===== src/rtl/synth_pkg.sv =====
`default_nettype none
// +--------------------------------------------------------------------------+
// | synth_pkg: shared types for the key tracker and key-to-pitch consumers.  |
// | Revision: 1.0                                                            |
// +--------------------------------------------------------------------------+
package synth_pkg;

  localparam int CODE_W_DEF = 8;
  localparam int FREQ_W     = 16;

  typedef enum logic [1:0] {
    IDLE   = 2'd0,
    LOOKUP = 2'd1,
    UPDATE = 2'd2
  } tracker_state_t;

  typedef struct packed {
    logic [CODE_W_DEF-1:0] code;
    logic [FREQ_W-1:0]     freq;
  } note_entry_t;

endpackage
`default_nettype wire


===== src/rtl/key_freq_rom.sv =====
`default_nettype none
// +--------------------------------------------------------------------------+
// | key_freq_rom: registered key-code to pitch table, {hit, freq} one cycle  |
// | after the code is presented. Unlisted codes miss.  Revision: 1.0         |
// +--------------------------------------------------------------------------+
module key_freq_rom
  import synth_pkg::*;
#(
  parameter int CODE_W = CODE_W_DEF
) (
  input  logic              CLK,
  input  logic              RESET,
  input  logic [CODE_W-1:0] code,
  output logic              hit,
  output logic [FREQ_W-1:0] freq
);

  logic              hit_d, hit_q;
  logic [FREQ_W-1:0] freq_d, freq_q;

  // Home row, chromatic upward from 'A'
  always_comb begin
    hit_d  = 1'b1;
    freq_d = '0;
    case (code)
      CODE_W'(8'h1C): freq_d = 16'd1097;
      CODE_W'(8'h1B): freq_d = 16'd1162;
      CODE_W'(8'h23): freq_d = 16'd1231;
      CODE_W'(8'h2B): freq_d = 16'd1304;
      CODE_W'(8'h34): freq_d = 16'd1382;
      CODE_W'(8'h33): freq_d = 16'd1464;
      CODE_W'(8'h3B): freq_d = 16'd1551;
      CODE_W'(8'h42): freq_d = 16'd1643;
      default:        hit_d  = 1'b0;
    endcase
  end

  always_ff @(posedge CLK) begin
    if (RESET) begin
      hit_q  <= 1'b0;
      freq_q <= '0;
    end else begin
      hit_q  <= hit_d;
      freq_q <= freq_d;
    end
  end

  assign hit  = hit_q;
  assign freq = freq_q;

endmodule
`default_nettype wire


===== src/rtl/key_tracker.sv =====
`default_nettype none
// +--------------------------------------------------------------------------+
// | key_tracker: last-note-priority held-key stack driving glide target,     |
// | glide start and gate. KEY_TRACKER_LEGATO_EN disables press retrigger.    |
// | Revision: 1.0                                                            |
// +--------------------------------------------------------------------------+
module key_tracker
  import synth_pkg::*;
#(
  parameter int DEPTH  = 8,
  parameter int CODE_W = 8
) (
  input  logic              CLK,
  input  logic              RESET,
  input  logic              Enable,
  input  logic              ev_valid,
  output logic              ev_ready,
  input  logic [CODE_W-1:0] ev_code,
  input  logic              ev_release,
  output logic              key_on,
  output logic [FREQ_W-1:0] note_freq,
  output logic [FREQ_W-1:0] prev_freq,
  output logic [CODE_W-1:0] note_code,
  output logic              overflow
);

  localparam int CNT_W = $clog2(DEPTH + 1);
  localparam int IDX_W = $clog2(DEPTH);

`ifdef KEY_TRACKER_LEGATO_EN
  localparam bit RETRIG_EN = 1'b0;
`else
  localparam bit RETRIG_EN = 1'b1;
`endif

  tracker_state_t    state_d, state_q;
  logic [CODE_W-1:0] code_d, code_q;
  logic              release_d, release_q;
  note_entry_t       stack_d [DEPTH];
  note_entry_t       stack_q [DEPTH];
  logic [CNT_W-1:0]  count_d, count_q;
  logic              key_on_d, key_on_q;
  logic              retrig_d, retrig_q;
  logic [FREQ_W-1:0] note_freq_d, note_freq_q;
  logic [FREQ_W-1:0] prev_freq_d, prev_freq_q;
  logic [CODE_W-1:0] note_code_d, note_code_q;
  logic              overflow_d, overflow_q;

  logic              rom_hit;
  logic [FREQ_W-1:0] rom_freq;
  logic              found, apply;
  logic [IDX_W-1:0]  found_idx, shift_lim;
  note_entry_t       new_entry;

  key_freq_rom #(.CODE_W(CODE_W)) u_rom (
    .CLK   (CLK),
    .RESET (RESET),
    .code  (code_q),
    .hit   (rom_hit),
    .freq  (rom_freq)
  );

  assign ev_ready = (state_q == IDLE) && Enable && !RESET;

  always_comb begin
    state_d     = state_q;
    code_d      = code_q;
    release_d   = release_q;
    stack_d     = stack_q;
    count_d     = count_q;
    key_on_d    = key_on_q;
    retrig_d    = 1'b0;
    note_freq_d = note_freq_q;
    prev_freq_d = prev_freq_q;
    note_code_d = note_code_q;
    overflow_d  = overflow_q;
    apply       = 1'b0;

    found     = 1'b0;
    found_idx = '0;
    for (int i = 0; i < DEPTH; i++) begin
      if (!found && (CNT_W'(i) < count_q) && (stack_q[i].code == CODE_W_DEF'(code_q))) begin
        found     = 1'b1;
        found_idx = IDX_W'(i);
      end
    end
    // An absent code shifts the whole stack, dropping the bottom slot
    shift_lim      = found ? found_idx : IDX_W'(DEPTH - 1);
    new_entry.code = CODE_W_DEF'(code_q);
    new_entry.freq = rom_freq;

    if (retrig_q) key_on_d = 1'b1;

    if (!Enable) begin
      state_d  = IDLE;
      count_d  = '0;
      key_on_d = 1'b0;
      for (int i = 0; i < DEPTH; i++) stack_d[i] = '0;
    end else begin
      case (state_q)
        IDLE: begin
          if (ev_valid && ev_ready) begin
            state_d   = LOOKUP;
            code_d    = ev_code;
            release_d = ev_release;
          end
        end
        LOOKUP: state_d = UPDATE;
        UPDATE: begin
          state_d = IDLE;
          if (!release_q && rom_hit) begin
            apply      = 1'b1;
            stack_d[0] = new_entry;
            for (int i = 1; i < DEPTH; i++) begin
              if (IDX_W'(i) <= shift_lim) stack_d[i] = stack_q[i-1];
            end
            if (!found) begin
              if (count_q == CNT_W'(DEPTH)) overflow_d = 1'b1;
              else count_d = count_q + 1'b1;
            end
          end else if (release_q && found) begin
            apply = 1'b1;
            for (int i = 0; i < DEPTH - 1; i++) begin
              if (IDX_W'(i) >= found_idx) stack_d[i] = stack_q[i+1];
            end
            stack_d[DEPTH-1] = '0;
            count_d          = count_q - 1'b1;
          end

          if (apply) begin
            if (count_d == '0) begin
              key_on_d = 1'b0;
            end else if (count_q == '0) begin
              // First note from silence starts its glide at its own pitch
              note_freq_d = stack_d[0].freq;
              prev_freq_d = stack_d[0].freq;
              note_code_d = CODE_W'(stack_d[0].code);
              key_on_d    = 1'b1;
            end else if (stack_d[0].code != stack_q[0].code) begin
              prev_freq_d = note_freq_q;
              note_freq_d = stack_d[0].freq;
              note_code_d = CODE_W'(stack_d[0].code);
            end
            if (RETRIG_EN && !release_q && (count_q != '0)) begin
              key_on_d = 1'b0;
              retrig_d = 1'b1;
            end
          end
        end
        default: state_d = IDLE;
      endcase
    end
  end

  always_ff @(posedge CLK) begin
    if (RESET) begin
      state_q     <= IDLE;
      code_q      <= '0;
      release_q   <= 1'b0;
      stack_q     <= '{default: '0};
      count_q     <= '0;
      key_on_q    <= 1'b0;
      retrig_q    <= 1'b0;
      note_freq_q <= '0;
      prev_freq_q <= '0;
      note_code_q <= '0;
      overflow_q  <= 1'b0;
    end else begin
      state_q     <= state_d;
      code_q      <= code_d;
      release_q   <= release_d;
      stack_q     <= stack_d;
      count_q     <= count_d;
      key_on_q    <= key_on_d;
      retrig_q    <= retrig_d;
      note_freq_q <= note_freq_d;
      prev_freq_q <= prev_freq_d;
      note_code_q <= note_code_d;
      overflow_q  <= overflow_d;
    end
  end

  assign key_on    = key_on_q;
  assign note_freq = note_freq_q;
  assign prev_freq = prev_freq_q;
  assign note_code = note_code_q;
  assign overflow  = overflow_q;

endmodule
`default_nettype wire


===== config.mk =====
export PLATFORM = sky130hd
export DESIGN_NAME = key_tracker
export DESIGN_NICKNAME = d
export VERILOG_FILES = /design/src/rtl/synth_pkg.sv /design/src/rtl/key_freq_rom.sv /design/src/rtl/key_tracker.sv
export SDC_FILE = /design/constraint.sdc
export NUM_CORES = 1
export LEC_CHECK = 0
export CORE_MARGIN = 2
export CORE_UTILIZATION = 45
export CTS_BUF_LIST = sky130_fd_sc_hd__clkbuf_16
export DETAILED_ROUTE_END_ITERATION = 6
export MAX_ROUTING_LAYER = met4
export SETUP_SLACK_MARGIN = 0.2
export SLEW_MARGIN = 15
export SYNTH_ARGS = -nofsm -noshare
export SYNTH_HDL_FRONTEND = slang
export SYNTH_HIERARCHICAL = 1
export SYNTH_SLANG_ARGS = --single-unit

===== constraint.sdc =====
create_clock -name CLK -period 8.75 [get_ports CLK]
set_input_delay 2.1875 -clock CLK [delete_from_list [all_inputs] [get_ports CLK]]
set_output_delay 2.1875 -clock CLK [all_outputs]
set_load 0.005 [all_outputs]

==> metrics.txt <==
Synth Instances 1448; detailed-route vias per instance 5.92; nets@finish 1437; Area Growth Syn to Fin 12.7%; clk_lat worst skew 0.55 ns; worst setup path end ev_ready; number of hold violations in the final report 0; setup TNS 0 ns; Mapped Area 12800 um2; # DRC 0; unrepaired setup endpoints after global routing no; hold path start stack_q[2]; fraction of layout cells with a size suffix above 1 11.2%; gr usage total 22.5%; root buffer cell clkbuf_16; r2r startpoint code_q[0]; Final period util 71.9%; hold_buf cts 0; clk_skew 0.0125 ns; pre-CTS setup slack 2.46 ns; die area 29800 um2; max_cap viols 0; CP bufs+invs 2; Std-Cell Rows 61; Overall Power 2570 uW; largest net degree at the start of global routing 107; fmax 159 MHz; outcome finished clean; syn_area_per_cell 8.84 um2; reg2reg setup slack 4.09 ns; Worst setup startpoint Enable; I/O Buffers 55; total wire length 33400 um; crit path DAT 4.10 ns; Worst Path Required 6.56 ns; most frequently used flop master after synthesis dfxtp_1; Clock transition at path regs 0.06 ns; Worst Reg-to-Reg Cells 9; Critical Path Max Stage Delay 0.80 ns; initial core utilization 45.9%; RR Endpoint stack_q[93]; CP cell instances clkdlybuf4s50_1 > nand2_4 > nor3_1 > clkdlybuf4s50_1; leading post-synthesis cells by cell area dfxtp_1 (41%), a22oi_1 (7.0%), nor2_1 (5.9%); cell depth of the worst setup path 4; # IOs 56; post-synth cell types 75; startpoint types input port; HP Class reg2reg; Detailed Place HPWL 20900 um; Setup WS post-layout 2.46 ns; DR pass1 iterations 5; number of enable flip-flop cells after synthesis 0; CP Max Fanout 24; post-synth top area share 41.0%; fin crit period 6.29 ns; CP Capture Type primary output; Max IR drop VDD 0.125 mV; GP Congestion 0.897; max-slew violations 0; CP max-delay cell clkdlybuf4s50_1; clk buf depth 3; total CTS buffers 29; PD cells 179 nW/um2; GRT overflow 0; post-cts sizing count 0; critical path type in2out; LEAKAGE 0.00468 uW; clock tree from TritonCTS done; 1st-iter DRT viols 880; Finished Layout Cells 1821; H-tree depth 1; fillcell total 2610; vias in the first global route 9915; dpl cells 1766; Worst Tran Pin Value 1.14 ns; crit-path most repeated cell clkdlybuf4s50_1; Antenna Cells 0; first-pass GRT wire length 55200 um; vias 10800; Clock Sinks 262; die height 173 um; register area share after synthesis 41.0%; Detail Route Antenna Nets 0; Final Setup Violations 0; Slew HR 24.1%; initial antenna violation count 0; Setup Buffers After CTS 0; DR WL/cell 18.3 um; Synth area leader dfxtp_1; synth warn 6; Core Region 27900 um2; CP delay by family, top buffers and inverters; flops & latches, synth 262; Die X 173 um; Async SR Flop Fraction 0%
[stage by stage]
| step | cell area (um2) | hold WS (ns) | utilization, % |
|---|---|---|---|
| finish | 14400 | 0.455 | 51.7 |
| global route | 14400 | 0.471 | 51.7 |
| CTS | 14400 | 0.455 | 51.6 |
| detailed placement | 13400 | 0.447 | 48.0 |
| global placement | 13400 | 0.438 | 48.0 |
| floorplan | 12800 | 0.432 | - |
[placed cells by master, fill, tap and decap left out, types with 23 or more instances in the layout]
master           instances
dfxtp_1                262
nor2_1                 202
a22oi_1                120
nand2_1                106
a21oi_1                 93
a211oi_1                80
clkdlybuf4s50_1         55
xnor2_1                 54
a211oi_2                41
a22o_1                  41
nor3_1                  36
nand3_1                 30
clkbuf_16               29
a221oi_1                24
mux2i_1                 23
[layer usage]
layer,up-vias,GRT usage [%],wire [um]
met2,270,31.6,13900
met1,5183,34.3,17200
met3,43,3.03,1800
met5,-,-,0
met4,0,4.02,461
li1,5278,-,-
[worst min path at each step]
| stage | endpoint | depth (start not counted) |
|---|---|---|
| after global placement | stack_q[2] | 2 |
| after floorplan | stack_q[0] | 2 |
| after CTS | stack_q[2] | 2 |
| final | stack_q[2] | 2 |
| after global routing | stack_q[2] | 2 |
| after detailed placement | stack_q[2] | 2 |
[power by group]
| group | switching (uW) | internal [uW] | leakage (uW) |
|---|---|---|---|
| sequential | 10.5 | 1200 | 0.00211 |
| clock | 505 | 781 | 0.000515 |
| combinational | 54.4 | 26.6 | 0.00205 |
| total | 570 | 2000 | 0.00468 |
[cell usage after synthesis, types with 7 or more instances]
cell type / n
buf_6: 10
inv_1: 7
nand2_1: 107
xnor2_1: 54
nor4_1: 7
a22o_1: 41
a211oi_2: 43
mux2i_1: 23
buf_1: 7
xor2_1: 18
a21oi_1: 94
a211oi_1: 80
and3_1: 8
buf_4: 24
o21ai_0: 17
a221oi_1: 24
or3_1: 7
clkbuf_1: 83
nand3_1: 30
buf_2: 16
a22oi_1: 120
mux2_2: 17
nor2_1: 202
dfxtp_1: 262
nand4_1: 15
nor3_1: 36
[cells by family (layout without fill, tap and decap cells)]
group                      Yosys count  after routing  synth area share (%)
AOI/OAI and AO/OA                  460            460                  27.7
xor gates and xnor gates            73             73                  5.06
adders and majority gates            4              4                 0.391
buffers and inverters              148            139                  5.79
DFF                                262            262                  41.0
muxes                               40             40                  3.30
other                                1              5                0.0293
and+or+nand+nor                    460            460                  16.7
[state kept, by name, indices dropped and copies added, names as in the netlist]
| register | count |
|---|---|
| note_code | 8 |
| u_rom/freq | 11 |
| retrig_q | 1 |
| code_q | 8 |
| release_q | 1 |
| count_q | 4 |
| prev_freq | 16 |
| u_rom/hit | 1 |
| note_freq | 16 |
| overflow | 1 |
| stack_q | 192 |
| key_on | 1 |
| state_q | 2 |
[layout make-up]
type	instances	area [um2]	area share, %
clock buffers	29	726	5.03
inverters	8	30.0	0.208
clock inverters	25	279	1.94
multi-input cells	1042	6930	48.1
flip-flops and latches	262	5250	36.4
well taps	378	473	3.28
repair buffers	77	736	5.10
[tightest hold or removal path, stage by stage (launching register included)]
cell	delay, ns
dfxtp_1	0.31
nand2_1	0.05
a21oi_1	0.05
No activity file was read; power rests on OpenSTA's default activity.
